[config.mk]
export PLATFORM = sky130hd
export DESIGN_NAME = iic_cfg_seq_flat
export DESIGN_NICKNAME = d
export VERILOG_FILES = /design/src/rtl/iic_cfg_seq_if.sv /design/src/rtl/iic_cfg_seq.sv /design/src/flat_wrapper.sv
export SDC_FILE = /design/constraint.sdc
export NUM_CORES = 1
export LEC_CHECK = 0
export CAP_MARGIN = 25
export CORE_UTILIZATION = 35
export CTS_CLUSTER_SIZE = 10
export DETAILED_ROUTE_END_ITERATION = 7
export PLACE_DENSITY = 0.64
export SYNTH_ARGS = -nofsm -noshare
export SYNTH_HDL_FRONTEND = slang
export SYNTH_SLANG_ARGS = --single-unit
[constraint.sdc]
create_clock -name sysclk -period 6.05 [get_ports sysclk]
set_input_delay 1.21 -clock sysclk [delete_from_list [all_inputs] [get_ports sysclk]]
set_output_delay 1.21 -clock sysclk [all_outputs]
set_load 0.005 [all_outputs]
[src/rtl/iic_cfg_seq_if.sv]
// Bus between the config sequencer and the IIC_M byte engine.
// master = sequencer side, slave = IIC_M side.
interface iic_cfg_seq_if;
  logic        iic_req;
  logic        iic_mode;
  logic [6:0]  iic_addr_divice;
  logic [15:0] iic_addr_reg;
  logic [7:0]  iic_wr_data;
  logic        iic_wr_valid;
  logic [7:0]  iic_wr_length;
  logic [7:0]  iic_rd_data;
  logic        iic_rd_valid;
  logic [7:0]  iic_rd_length;
  logic        iic_busy;
  logic        iic_done;

  modport master (
    output iic_req, iic_mode, iic_addr_divice, iic_addr_reg, iic_wr_data,
           iic_wr_length, iic_rd_length,
    input  iic_wr_valid, iic_rd_data, iic_rd_valid, iic_busy, iic_done
  );

  modport slave (
    input  iic_req, iic_mode, iic_addr_divice, iic_addr_reg, iic_wr_data,
           iic_wr_length, iic_rd_length,
    output iic_wr_valid, iic_rd_data, iic_rd_valid, iic_busy, iic_done
  );
endinterface

[src/rtl/iic_cfg_seq.sv]
// Register-init sequencer: walks a sync-ROM table of {op,dev,reg,data} entries and
// drives one single-byte IIC_M transaction per entry, with verify, retry and timeout.
module iic_cfg_seq #(
  parameter  int TABLE_DEPTH    = 64,
  parameter  int SYSCLK_FREQ    = 50_000_000,
  parameter  int TIMEOUT_CYCLES = 2_000_000,
  parameter  int MAX_RETRY      = 3,
  localparam int AW             = $clog2(TABLE_DEPTH)
) (
  input  logic          sysclk,
  input  logic          rstn,
  input  logic          cfg_start,
  output logic          cfg_busy,
  output logic          cfg_done,
  output logic          cfg_err,
  output logic [AW-1:0] cfg_err_idx,
  output logic [AW-1:0] tbl_addr,
  input  logic [33:0]   tbl_data,
  iic_cfg_seq_if.master iic
);

  localparam int MS_CYC = (SYSCLK_FREQ / 1000 > 0) ? SYSCLK_FREQ / 1000 : 1;
  localparam int MW     = $clog2(MS_CYC + 1);
  localparam int TW     = $clog2(TIMEOUT_CYCLES + 1);
  localparam int RW     = $clog2(MAX_RETRY + 1) > 0 ? $clog2(MAX_RETRY + 1) : 1;

  localparam logic [MW-1:0] MS_LAST  = MW'(MS_CYC - 1);
  localparam logic [TW-1:0] TMO_LAST = TW'(TIMEOUT_CYCLES - 1);
  localparam logic [AW-1:0] IDX_LAST = AW'(TABLE_DEPTH - 1);
  localparam logic [RW-1:0] RTY_MAX  = RW'(MAX_RETRY);

  localparam logic [1:0] OP_WR  = 2'b00;
  localparam logic [1:0] OP_WV  = 2'b01;
  localparam logic [1:0] OP_DLY = 2'b10;

  // Bit order matches the ROM word so a table word casts straight in.
  typedef struct packed {
    logic        mask_en;
    logic [1:0]  op;
    logic [6:0]  dev;
    logic [15:0] rega;
    logic [7:0]  data;
  } entry_t;

  typedef enum logic [3:0] {
    IDLE, FETCH, DECODE, ISSUE_WR, WAIT_WR, ISSUE_RD, WAIT_RD,
    CHECK, DELAY, NEXT, DONE
  } state_t;

  state_t        state_q, state_d;
  logic [AW-1:0] idx_q, idx_d;
  logic [AW-1:0] tbl_addr_q, tbl_addr_d;
  entry_t        ent_q, ent_d;
  logic [RW-1:0] retry_q, retry_d;
  logic [TW-1:0] tmo_q, tmo_d;
  logic [MW-1:0] ms_q, ms_d;
  logic [7:0]    dly_q, dly_d;
  logic [7:0]    rd_q, rd_d;
  logic          rd_seen_q, rd_seen_d;
  logic          busy_q, busy_d;
  logic          done_q, done_d;
  logic          err_q, err_d;
  logic [AW-1:0] err_idx_q, err_idx_d;
  logic          req_q, req_d;
  logic          mode_q, mode_d;
  logic          fail;
  logic [7:0]    mask;

  // Bit 0 is a reserved bit on masked entries and never compared.
  assign mask = ent_q.mask_en ? 8'hFE : 8'hFF;

  always_comb begin
    state_d    = state_q;
    idx_d      = idx_q;
    tbl_addr_d = tbl_addr_q;
    ent_d      = ent_q;
    retry_d    = retry_q;
    tmo_d      = tmo_q;
    ms_d       = ms_q;
    dly_d      = dly_q;
    rd_d       = rd_q;
    rd_seen_d  = rd_seen_q;
    busy_d     = busy_q;
    done_d     = 1'b0;
    err_d      = err_q;
    err_idx_d  = err_idx_q;
    req_d      = 1'b0;
    mode_d     = mode_q;
    fail       = 1'b0;

    case (state_q)
      IDLE: if (cfg_start) begin
        busy_d     = 1'b1;
        err_d      = 1'b0;
        idx_d      = '0;
        tbl_addr_d = '0;
        retry_d    = '0;
        state_d    = FETCH;
      end
      FETCH: state_d = DECODE;
      DECODE: begin
        ent_d = entry_t'(tbl_data);
        case (tbl_data[32:31])
          OP_WR, OP_WV: state_d = ISSUE_WR;
          OP_DLY: begin
            dly_d   = tbl_data[7:0];
            ms_d    = '0;
            state_d = (tbl_data[7:0] == 8'd0) ? NEXT : DELAY;
          end
          default: state_d = DONE;
        endcase
      end
      ISSUE_WR: if (!iic.iic_busy) begin
        req_d   = 1'b1;
        mode_d  = 1'b0;
        tmo_d   = '0;
        state_d = WAIT_WR;
      end
      WAIT_WR: begin
        if (iic.iic_done)          state_d = (ent_q.op == OP_WV) ? ISSUE_RD : NEXT;
        else if (tmo_q == TMO_LAST) fail   = 1'b1;
        else                        tmo_d  = tmo_q + 1'b1;
      end
      ISSUE_RD: if (!iic.iic_busy) begin
        req_d     = 1'b1;
        mode_d    = 1'b1;
        tmo_d     = '0;
        rd_seen_d = 1'b0;
        state_d   = WAIT_RD;
      end
      WAIT_RD: begin
        if (iic.iic_rd_valid) begin
          rd_d      = iic.iic_rd_data;
          rd_seen_d = 1'b1;
        end
        // A done with no data strobe at all counts as a failed read.
        if (iic.iic_done) begin
          if (rd_seen_q || iic.iic_rd_valid) state_d = CHECK;
          else                               fail    = 1'b1;
        end else if (tmo_q == TMO_LAST) fail  = 1'b1;
        else                            tmo_d = tmo_q + 1'b1;
      end
      CHECK: begin
        if (((rd_q ^ ent_q.data) & mask) != 8'd0) fail    = 1'b1;
        else                                      state_d = NEXT;
      end
      DELAY: begin
        if (ms_q == MS_LAST) begin
          ms_d  = '0;
          dly_d = dly_q - 8'd1;
          if (dly_q == 8'd1) state_d = NEXT;
        end else begin
          ms_d = ms_q + 1'b1;
        end
      end
      NEXT: begin
        retry_d = '0;
        // The last slot ends the run even without an END entry.
        if (idx_q == IDX_LAST) begin
          state_d = DONE;
        end else begin
          idx_d      = idx_q + 1'b1;
          tbl_addr_d = idx_q + 1'b1;
          state_d    = FETCH;
        end
      end
      DONE: begin
        done_d  = 1'b1;
        busy_d  = 1'b0;
        state_d = IDLE;
      end
      default: state_d = IDLE;
    endcase

    if (fail) begin
      if (retry_q < RTY_MAX) begin
        retry_d = retry_q + 1'b1;
        state_d = ISSUE_WR;
      end else begin
        err_d     = 1'b1;
        err_idx_d = idx_q;
        busy_d    = 1'b0;
        state_d   = IDLE;
      end
    end
  end

  always_ff @(posedge sysclk or negedge rstn) begin
    if (!rstn) begin
      state_q    <= IDLE;
      idx_q      <= '0;
      tbl_addr_q <= '0;
      ent_q      <= '0;
      retry_q    <= '0;
      tmo_q      <= '0;
      ms_q       <= '0;
      dly_q      <= '0;
      rd_q       <= '0;
      rd_seen_q  <= 1'b0;
      busy_q     <= 1'b0;
      done_q     <= 1'b0;
      err_q      <= 1'b0;
      err_idx_q  <= '0;
      req_q      <= 1'b0;
      mode_q     <= 1'b0;
    end else begin
      state_q    <= state_d;
      idx_q      <= idx_d;
      tbl_addr_q <= tbl_addr_d;
      ent_q      <= ent_d;
      retry_q    <= retry_d;
      tmo_q      <= tmo_d;
      ms_q       <= ms_d;
      dly_q      <= dly_d;
      rd_q       <= rd_d;
      rd_seen_q  <= rd_seen_d;
      busy_q     <= busy_d;
      done_q     <= done_d;
      err_q      <= err_d;
      err_idx_q  <= err_idx_d;
      req_q      <= req_d;
      mode_q     <= mode_d;
    end
  end

  assign cfg_busy    = busy_q;
  assign cfg_done    = done_q;
  assign cfg_err     = err_q;
  assign cfg_err_idx = err_idx_q;
  assign tbl_addr    = tbl_addr_q;

  assign iic.iic_req         = req_q;
  assign iic.iic_mode        = mode_q;
  assign iic.iic_addr_divice = ent_q.dev;
  assign iic.iic_addr_reg    = ent_q.rega;
  assign iic.iic_wr_data     = ent_q.data;
  assign iic.iic_wr_length   = 8'd1;
  assign iic.iic_rd_length   = 8'd1;

endmodule
[src/flat_wrapper.sv]
// flat-port wrapper written by rule: the top's interface ports become plain ports
module iic_cfg_seq_flat 
#(
  parameter  int TABLE_DEPTH    = 64,
  parameter  int SYSCLK_FREQ    = 50_000_000,
  parameter  int TIMEOUT_CYCLES = 2_000_000,
  parameter  int MAX_RETRY      = 3,
  localparam int AW             = $clog2(TABLE_DEPTH)
)
  (sysclk, rstn, cfg_start, cfg_busy, cfg_done, cfg_err, cfg_err_idx, tbl_addr, tbl_data, iic_iic_req, iic_iic_mode, iic_iic_addr_divice, iic_iic_addr_reg, iic_iic_wr_data, iic_iic_wr_length, iic_iic_rd_length, iic_iic_wr_valid, iic_iic_rd_data, iic_iic_rd_valid, iic_iic_busy, iic_iic_done);
  iic_cfg_seq_if iic_i ();
  input  logic sysclk;
  input  logic rstn;
  input  logic cfg_start;
  output logic cfg_busy;
  output logic cfg_done;
  output logic cfg_err;
  output logic [AW-1:0] cfg_err_idx;
  output logic [AW-1:0] tbl_addr;
  input  logic [33:0] tbl_data;
  output wire logic [$bits(iic_i.iic_req)-1:0] iic_iic_req;
  output wire logic [$bits(iic_i.iic_mode)-1:0] iic_iic_mode;
  output wire logic [$bits(iic_i.iic_addr_divice)-1:0] iic_iic_addr_divice;
  output wire logic [$bits(iic_i.iic_addr_reg)-1:0] iic_iic_addr_reg;
  output wire logic [$bits(iic_i.iic_wr_data)-1:0] iic_iic_wr_data;
  output wire logic [$bits(iic_i.iic_wr_length)-1:0] iic_iic_wr_length;
  output wire logic [$bits(iic_i.iic_rd_length)-1:0] iic_iic_rd_length;
  input wire logic [$bits(iic_i.iic_wr_valid)-1:0] iic_iic_wr_valid;
  input wire logic [$bits(iic_i.iic_rd_data)-1:0] iic_iic_rd_data;
  input wire logic [$bits(iic_i.iic_rd_valid)-1:0] iic_iic_rd_valid;
  input wire logic [$bits(iic_i.iic_busy)-1:0] iic_iic_busy;
  input wire logic [$bits(iic_i.iic_done)-1:0] iic_iic_done;
  assign iic_iic_req = iic_i.iic_req;
  assign iic_iic_mode = iic_i.iic_mode;
  assign iic_iic_addr_divice = iic_i.iic_addr_divice;
  assign iic_iic_addr_reg = iic_i.iic_addr_reg;
  assign iic_iic_wr_data = iic_i.iic_wr_data;
  assign iic_iic_wr_length = iic_i.iic_wr_length;
  assign iic_iic_rd_length = iic_i.iic_rd_length;
  assign iic_i.iic_wr_valid = iic_iic_wr_valid;
  assign iic_i.iic_rd_data = iic_iic_rd_data;
  assign iic_i.iic_rd_valid = iic_iic_rd_valid;
  assign iic_i.iic_busy = iic_iic_busy;
  assign iic_i.iic_done = iic_iic_done;
  iic_cfg_seq #(.TABLE_DEPTH(TABLE_DEPTH), .SYSCLK_FREQ(SYSCLK_FREQ), .TIMEOUT_CYCLES(TIMEOUT_CYCLES), .MAX_RETRY(MAX_RETRY)) u_core (.sysclk(sysclk), .rstn(rstn), .cfg_start(cfg_start), .cfg_busy(cfg_busy), .cfg_done(cfg_done), .cfg_err(cfg_err), .cfg_err_idx(cfg_err_idx), .tbl_addr(tbl_addr), .tbl_data(tbl_data), .iic(iic_i));
endmodule
== Yosys cells after proc, flatten, opt, wreduce, memory -nomap -nowiden ==
Cells that the tools add are included.

* Input bits: 49
* Register bits: 111
* Word-level logic and storage cells: 142
* Output and inout bits: 64

* Mux-type cells: 56
* Reductions and logical operators: 22
* Magnitude comparators: 1
* Add/sub/neg operators: 5
* Bitwise gates (word level): 3
* Equal/unequal tests: 36

{| class="wikitable"
|+ Operator list
! operator !! number
|-
| $mux W21 || 3
|-
| $mux W4 || 12
|-
| $pmux W21 S2 || 1
|-
| $pmux W4 S10 || 1
|-
| $mux W16 || 2
|-
| $pmux W16 S2 || 1
|-
| $add A21 B1 Y21 const B || 1
|-
| $eq A21 B21 Y1 const B || 1
|-
| $mux W1 || 20
|-
| $ne A3 B2 Y1 const B || 6
|-
| $add A16 B1 Y16 const B || 1
|-
| $eq A16 B16 Y1 const B || 1
|-
| $eq A4 B3 Y1 const B || 4
|-
| $mux W8 || 2
|-
| $ne A2 B2 Y1 const B || 8
|-
| $pmux W8 S2 || 1
|-
| $eq A4 B4 Y1 const B || 3
|-
| $mux W6 || 2
|-
| $pmux W6 S2 || 1
|-
| $reduce_and A3 Y1 || 4
|-
| $reduce_bool A2 Y1 || 5
|-
| $ne A3 B1 Y1 const B || 3
|-
| $reduce_and A9 Y1 || 1
|-
| $and A8 B8 Y8 || 1
|-
| other kinds (26) || 38
|}

== Logic depth before layout (Yosys ltp) ==
Gate-level depths: netlist of the first run.

* Depth after elaboration: 7
* Gate-level depth with buffers: 9
* Gate-level depth less buffers: 7

== Least setup slack after synthesis of the first run ==
OpenSTA, ideal clock, no wires.

* Kind: input-to-reg
* From: input port iic_iic_rd_valid
* To: register u_core.err_idx_q[0], in the netlist u_core.cfg_err_idx[0]
* Path buffers: 0
* Cell stages on the path: 5
* Slack: 3571 ps
* Data arrival time: 2354 ps
* Cell sequence: o31a_1 > or2_2 > o21bai_4 > nand2_4 > mux2_4

* Cells in the longest elaborated chain, start to end: 5

{| class="wikitable"
|+ RTL lines
! what !! line !! source
|-
| start: declaration || flat_wrapper.sv:30 || <nowiki>input wire logic [$bits(iic_i.iic_rd_valid)-1:0] iic_iic_rd_valid;</nowiki>
|-
| $logic_or A1 B1 Y1 || iic_cfg_seq.sv:138 || <nowiki>if (rd_seen_q || iic.iic_rd_valid) state_d = CHECK;</nowiki>
|-
| $mux W1 || iic_cfg_seq.sv:138 ||
|-
| $mux W1 || iic_cfg_seq.sv:137 || <nowiki>if (iic.iic_done) begin</nowiki>
|-
| $pmux W1 S3 || iic_cfg_seq.sv:91 || <nowiki>case (state_q)</nowiki>
|-
| $reduce_and A2 Y1 (no line) || n/a ||
|-
| end signal: assignment || iic_cfg_seq.sv:220 || <nowiki>err_idx_q <= err_idx_d;</nowiki>
|-
| end: declaration || iic_cfg_seq.sv:63 || <nowiki>logic [AW-1:0] err_idx_q, err_idx_d;</nowiki>
|}

No other way between the ends.
A chain may end at the register's enable or synchronous reset.

== Worst setup path in the final report of the first run ==
* From: input port tbl_data[31]
* To: register u_core.dly_q[0]

* Cells in the longest elaborated chain, start to end: 3

{| class="wikitable"
|+ RTL lines
! what !! line !! source
|-
| start: declaration || flat_wrapper.sv:20 || <nowiki>input logic [33:0] tbl_data;</nowiki>
|-
| $eq A2 B2 Y1 || iic_cfg_seq.sv:103 || <nowiki>case (tbl_data[32:31])</nowiki>
|-
| $ne A2 B1 Y1 (no line) || n/a ||
|-
| $reduce_and A3 Y1 (no line) || n/a ||
|-
| end signal: assignment || iic_cfg_seq.sv:214 || <nowiki>dly_q <= dly_d;</nowiki>
|-
| end: declaration || iic_cfg_seq.sv:57 || <nowiki>logic [7:0] dly_q, dly_d;</nowiki>
|}

No other way between the ends.

==> results.cfg, run 1 <==
[placed_design]
dp_hpwl_um = 8500
routabilityCongestion = 0.795
port_buffers = 95
dp.cells = 825

[cells_and_area]
largest_register_ff_count = 21
nets = 675
final_cells = 841
final_util_pct = 43.5
syn2layout_area_growth_pct = 19.9
diodes = 0
drive_gt1_share_pct = 12.8

[worst_setup_path]
path_class = in2reg
cp_data_required_time_ns = 6.25
crit_buf_inv = 1
cp-end-kind = flop
cp_slowest_cell = a21boi_1
r2r_start = u_core.state_q[3]
path_max_fanout = 17
max_stage_delay_ns = 0.75
critPathLaunchType = input pin
worstPathArrival_ns = 3.07
cp_top_family = compound AO/OA/AOI/OAI gates
rrSetupSlack_ns = 3.20
rr_worst_depth = 6
path_cells = clkdlybuf4s50_1, nand2b_1, nand2b_1, a21boi_1, nor3_1, a21oi_1, o21ai_0
crit_top_cell = nand2b_1
reg2reg_to = u_core.ms_q[13]

[pwr]
ir_drop_v = 0.000228
power.share.switching_pct = 33.5
pwr-share-clk_pct = 20.5
seqPwrFrac_pct = 44.1
netSwitchingPower_mw = 0.972
comb_power_share_pct = 35.4
p_leak_nw = 2.99
cellPowerDensity_nw_per_um2 = 416
p_int_mw = 1.93

[logic_synthesis]
ys_ff_latch = 111
synth_top_area_share_pct = 47.6
ys_types = 58
netlist_area_um2 = 5830
synth_area_leaders = dfrtp_1 48%, mux2_2 8.3%, buf_4 6.1%
synth_most_common_cell = dfrtp_1
yosys_warnings = 0
yosysTopAreaCell = dfrtp_1
synth-seq-area-share_pct = 47.6
synth_edf_count = 0
syn-mean-instance-area_um2 = 10.3
synthTopCellsByCount = 111 x dfrtp_1, 53 x nor2_1, 47 x buf_4
ys.flop_type = dfrtp_1
synth_cells = 566
synthArstFlopShare_pct = 100

[floorplan]
chipWidth_um = 131
core_um2 = 16100
rows = 46
die_area_um2 = 17200
die_y_um = 131
start_util_pct = 36.3
num_io_pins = 113

[timing]
hold_violations = 0
slew-limit-headroom_pct = 38.4
setup_viol = 0
worst_pin_slew_ns = 0.922
clock.fmax_ghz = 0.348
fin_skew_ns = 0.00849
drv_slew = 0
fin_tns_setup_ns = 0
period_share_pct = 47.5
rsz0062_at_grt = no
fin_crit_ns = 2.88

[clocking]
clk_latency_ns = 0.35
ctsResizeCount = 0
cts_buffers = 9
cts_tree = yes
postCtsHoldBufs = 0
htreeDepth = 3
ctsLongestPathBuffers = 2
path_clk_slew_ns = 0.07
cts_sinks = 111
post_cts_buffers = 0
cts-root-buf = clkbuf_16

[outcome]
outcome = completed

[drt]
via_per_inst = 4.98
post_drt_wl_per_cell_um = 14.3
drt-initial-drc-count = 218
ant_nets = 0
routed_wirelength_um = 12000
route.detailed.drc = 0
vias = 4187
dr.pass1.iters = 4

[global_route]
grt_max_degree = 73
grt_pass1_vias = 4052
antenna_found_initial = 0
grt_pass1_wl_um = 19800
gr-total-overflow = 0
grt_usage_pct = 14.9

[hold_path]
whs_endpoint = u_core.retry_q[0]
hp-class = reg2reg
hp-start = u_core.retry_q[0]
min_path_cells = 1

[flow_run]
maxCapViolCount = 0
power groups by stage:
stage          sequential, mW  clock [mW]  combinational (mW)
3_3_place_gp             1.28           0                1.01
5_1_grt                  1.33       0.646                1.14
3_5_place_dp             1.29           0                1.04
2_1_floorplan            1.19           0               0.824
6_report                 1.28       0.595                1.03
4_1_cts                  1.28       0.616                1.04
cells in the final DEF (no fill, tap or decap), types with 16 or more instances in the layout:
master / netlist / routed
a21oi_1: 20 / 20
clkdlybuf4s50_1: 0 / 94
conb_1: 2 / 16
dfrtp_1: 111 / 111
mux2_2: 43 / 43
nand2_1: 31 / 31
nand3_1: 16 / 16
nor2_1: 53 / 53
o21ai_0: 41 / 41
xor2_1: 25 / 25
per-layer routing:
metal / global-route usage [%] / vias up / wire length, um
met2: 24.5 / 93 / 5840
met4: 5.48 / 0 / 106
li1: - / 2041 / -
met3: 3.29 / 6 / 471
met5: 0 / - / 0
met1: 19.2 / 2047 / 5580
layout make-up:
| class | instances | area [um2] |
|---|---|---|
| fill | 1509 | 9070 |
| sequential | 111 | 2780 |
| multi-input combinational | 392 | 2650 |
| timing repair buffer | 97 | 963 |
| tap | 216 | 270 |
| clock buffer | 9 | 225 |
| clock inverter | 7 | 71.3 |
| inverter | 9 | 33.8 |
how the worst max path moves through the flow:
stage                 startpoint               endpoint  slack, ns  depth (start not counted)
5_1_grt        u_core.state_q[3]        u_core.ms_q[13]       3.00                          6
6_report            tbl_data[31]        u_core.dly_q[0]       3.17                          7
3_3_place_gp        tbl_data[31]        u_core.dly_q[0]       2.84                          7
2_1_floorplan   iic_iic_rd_valid  u_core.cfg_err_idx[0]       3.57                          5
4_1_cts             iic_iic_busy        u_core.tmo_q[1]       3.19                          5
3_5_place_dp        tbl_data[31]        u_core.dly_q[0]       2.82                          7
kinds of logic after synthesis:
logic type | share of synthesized area [%]
compound gates | 9.90
simple gates | 18.0
xor+xnor | 4.81
mux | 10.2
flops | 47.6
other cells | 0.129
fa+ha+maj | 1.29
buf+inv | 8.01
per-stage QoR:
stage	power, mW	hold WS, ns	instance area [um2]	setup WS [ns]
after global placement	2.29	0.468	6690	2.84
after floorplan	2.01	0.452	5880	3.57
final	2.90	0.497	6990	3.17
after CTS	2.94	0.500	6990	3.19
after detailed placement	2.33	0.487	6690	2.82
after global routing	3.11	0.514	6990	3.00
(Power assumes the default switching activity.)
==> run 2, diff against run 1 <==
Clock period 6.05 ns to 2.9 ns, I/O delays scaled along.
==> results.cfg, run 2 (synthesized netlist as in run 1, its figures left out) <==
[placed_design]
dp_slack_ns = 0.209
routabilityCongestion = 0.800
dp_hpwl_um = 8730
port_buffers = 95
dp.cells = 835

[worst_setup_path]
rrSetupSlack_ns = 0.53
rr_worst_depth = 7
r2r_start = u_core.ms_q[0]
cp_data_required_time_ns = 3.18
cp_top_family = simple AND/OR/NAND/NOR gates
cp_slowest_cell = or4_1
max_stage_delay_ns = 0.41
path_max_fanout = 5
path_class = reg2reg
critPathLaunchType = flop
crit_start = u_core.ms_q[0]
worstPathArrival_ns = 2.64
reg2reg_to = u_core.state_q[2]
crit_buf_inv = 0
path_cells = ha_1, nand4b_1, nor4_2, nand4_1, a211o_1, or4_1, a21oi_1
cp-end-kind = flop

[pwr]
cellPowerDensity_nw_per_um2 = 871
power.share.switching_pct = 32.7
comb_power_share_pct = 36.8
ir_drop_v = 0.000547
p_int_mw = 4.16
p_total_mw = 6.18
seqPwrFrac_pct = 42.2
p_leak_nw = 3.06
pwr-share-clk_pct = 21.0
netSwitchingPower_mw = 2.02

[cells_and_area]
final_cell_mix = 111 x dfrtp_1, 94 x clkdlybuf4s50_1, 53 x nor2_1
syn2layout_area_growth_pct = 21.7
final_cells = 851
layout_commonest_cell = dfrtp_1
multi_input_area_um2 = 2650
final_util_pct = 44.2
seqCellArea_um2 = 2780
nFillCells = 1496
diodes = 0
largest_register_ff_count = 21
nets = 685
drive_gt1_share_pct = 14.0

[timing]
worst_pin_slew_ns = 0.983
drv_slew = 0
slew-limit-headroom_pct = 34.3
rsz0062_at_grt = no
setup_viol = 0
hold_violations = 0
fin_skew_ns = 0.0100
period_share_pct = 81.6
clock.fmax_ghz = 0.423
fin_tns_setup_ns = 0
fin_crit_ns = 2.37
post-route-worst-setup-slack_ns = 0.533

[floorplan]
chipWidth_um = 131
start_util_pct = 36.3
core_um2 = 16100
num_io_pins = 113
rows = 46
die_area_um2 = 17200
die_y_um = 131

[clocking]
cts_buffers = 9
ctsLongestPathBuffers = 2
postCtsHoldBufs = 0
post_cts_buffers = 0
clk_latency_ns = 0.35
cts_tree = yes
ctsResizeCount = 0
cts-root-buf = clkbuf_16
cts_sinks = 111
htreeDepth = 3
path_clk_slew_ns = 0.07

[global_route]
grt_max_degree = 56
grt_pass1_wl_um = 20300
grt_pass1_vias = 4190
gr-total-overflow = 0
antenna_found_initial = 0
grt_usage_pct = 15.1

[drt]
drt-initial-drc-count = 271
via_per_inst = 5.01
route.detailed.drc = 0
dr.pass1.iters = 4
routed_wirelength_um = 12000
ant_nets = 0
vias = 4262
post_drt_wl_per_cell_um = 14.1

[hold_path]
hp-class = in2async

[outcome]
outcome = completed

[flow_run]
maxCapViolCount = 0
-- run 2: cell types whose count changed in the layout (fill, tap and decap cells not counted), sizes merged --
cell / before / now
clkinv: 2 / 3
clkbuf: 9 / 10
buf: 3 / 13
clkinvlp: 3 / 0
bufinv: 1 / 2
-- run 2: worst max path at each step --
stage	to	slack (ns)	depth (start not counted)
after floorplan	u_core.cfg_err_idx[0]	0.76	6
after global placement	u_core.dly_q[0]	0.32	7
after detailed placement	u_core.dly_q[0]	0.21	7
after CTS	u_core.state_q[2]	0.51	7
after global routing	u_core.state_q[2]	0.37	7
final	u_core.state_q[2]	0.53	7
-- run 2: power by group through the flow --
stage	sequential, mW	clock, mW	combinational, mW
floorplan	2.47	0	1.72
global placement	2.60	0	2.23
detailed placement	2.63	0	2.29
CTS	2.61	1.34	2.30
global route	2.70	1.41	2.53
finish	2.61	1.30	2.27
-- run 2: cell type report --
cell class	count	share of cell area (%)
sequential	111	39.2
timing repair buffer	107	14.8
multi-input combinational	392	37.3
inverter	9	0.476
tap	216	3.81
clock buffer	10	3.23
clock inverter	6	1.18
-- run 2: stage by stage --
stage	hold slack [ns]	cell area, um2
2_1_floorplan	0.284	5880
3_3_place_gp	0.466	6780
3_5_place_dp	0.492	6780
4_1_cts	0.306	7090
5_1_grt	0.336	7090
6_report	0.281	7090
-- run 2: metal layers --
| layer | share of wire, % | global-route usage (%) | vias to the layer above |
|---|---|---|---|
| li1 | - | - | 2053 |
| met1 | 44 | 19.0 | 2110 |
| met2 | 50 | 25.3 | 93 |
| met3 | 4.8 | 3.81 | 6 |
| met4 | 0.97 | 5.07 | 0 |
| met5 | 0 | 0 | - |
==> run 3, diff against run 2 <==
Clock period 2.9 ns to 2.4 ns, I/O delays scaled along.
==> results.cfg, run 3 (synthesized netlist as in run 1, its figures left out) <==
[drt]
via_per_inst = 5.01
drt-initial-drc-count = 250
routed_wirelength_um = 12300
vias = 4311
post_drt_wl_per_cell_um = 14.2
route.detailed.drc = 0
dr.pass1.iters = 4
ant_nets = 0

[clocking]
ctsLongestPathBuffers = 2
htreeDepth = 3
cts_buffers = 9
path_clk_slew_ns = 0.07
postCtsHoldBufs = 0
cts_tree = yes
cts-root-buf = clkbuf_16
clk_latency_ns = 0.35
cts_sinks = 111

[worst_setup_path]
cp-end-kind = flop
r2r_start = u_core.tmo_q[8]
path_class = reg2reg
path_cells = or4b_1, nor4_4, a21oi_2, o21bai_4, nand2_4, mux2_4
max_stage_delay_ns = 0.56
critPathLaunchType = flop
worstPathArrival_ns = 2.57
cp_slowest_cell = or4b_1
cp_top_family = simple AND/OR/NAND/NOR gates
path_max_fanout = 7
crit_buf_inv = 0
crit_start = u_core.tmo_q[8]
cp_data_required_time_ns = 2.63

[global_route]
grt_util_met2_pct = 25.6
grt_pass1_vias = 4225
grt_max_degree = 63
grt_usage_pct = 15.2
grt_pass1_wl_um = 20400
use_met1_pct = 19.2
antenna_found_initial = 0
gr-total-overflow = 0
met3_usage_pct = 2.88
grt_most_used_layer = met2

[cells_and_area]
final_cell_mix = 111 x dfrtp_1, 94 x clkdlybuf4s50_1, 53 x nor2_1
drive_gt1_share_pct = 15.1
nets = 694
final_cells = 860
diodes = 0
layout_commonest_cell = dfrtp_1
design_area_um2 = 7160
largest_register_ff_count = 21
syn2layout_area_growth_pct = 22.8

[floorplan]
start_util_pct = 36.3
rows = 46
chipWidth_um = 131
die_area_um2 = 17200
core_um2 = 16100
die_y_um = 131
num_io_pins = 113

[hold_path]
hp-class = in2async

[placed_design]
port_buffers = 95
place_area_um2 = 6840
dp.cells = 843
routabilityCongestion = 0.825
dp_hpwl_um = 8930
dp_slack_ns = 0.0221

[timing]
period_share_pct = 97.7
fin_crit_ns = 2.34
slew-limit-headroom_pct = 63.5
post-route-worst-setup-slack_ns = 0.0556
setup_viol = 0
worst_pin_slew_ns = 0.543
drv_slew = 0
fin_skew_ns = 0.00708
clock.fmax_ghz = 0.427
hold_violations = 0

[pwr]
cellPowerDensity_nw_per_um2 = 1040
ir_drop_v = 0.000727
p_leak_nw = 3.10

[flow_run]
maxCapViolCount = 0

[outcome]
outcome = completed
## run 3: cell types whose count changed in the layout (fill, tap and decap cells not counted), sizes merged
cell    previous run  this run
bufinv             2         1
buf               13        22
clkbuf            10        12
inv               10         9
## run 3: routing by layer
| metal | routed length [um] | share of wire [%] |
|---|---|---|
| met1 | 5550 | 45 |
| met2 | 6040 | 49 |
| met3 | 485 | 4.0 |
| met4 | 182 | 1.5 |
| met5 | 0 | 0 |
## run 3: cell type report
class,count,area (um2)
Timing Repair Buffer,116,1120
Multi-Input combinational cell,392,2670
Tap cell,216,270
Inverter,9,33.8
Clock buffer,12,246
Fill cell,1471,8900
Clock inverter,4,45.0
Sequential cell,111,2780
## run 3: report_power, final
group	total (mW)	leakage [nW]	switching (mW)	internal, mW
sequential	3.16	1.42	0.614	2.55
combinational	2.82	1.53	1.20	1.62
clock	1.48	0.146	0.648	0.834
## run 3: worst paths after layout
kind                       slack, ns  cells past startpoint                         end
min reg2reg                     0.50                      1            u_core.ent_q[32]
min                             0.02                      1             u_core.dly_q[5]
max in group asynchronous       1.70                      2  u_core.iic.iic_addr_reg[0]
min in group sysclk             0.50                      1            u_core.ent_q[32]
max reg2reg                     0.06                      6       u_core.cfg_err_idx[1]
max                             0.06                      6       u_core.cfg_err_idx[1]
## run 3: timing repair
item	in CTS	in global routing
hold endpoints to repair	0	0
endpoints found under the setup margin	0	8
gates resized for setup	0	2
buffers inserted	0	1
## run 3: stage by stage
stage	hold WS [ns]	TNS (ns)	power (mW)	util, %
2_1_floorplan	0.184	0	5.06	-
3_3_place_gp	0.385	0	5.89	42.6
3_5_place_dp	0.391	0	6.00	42.6
4_1_cts	0.0145	0	7.53	44.4
5_1_grt	0.0229	-0.0391	8.00	44.6
6_report	0.0158	0	7.46	44.6
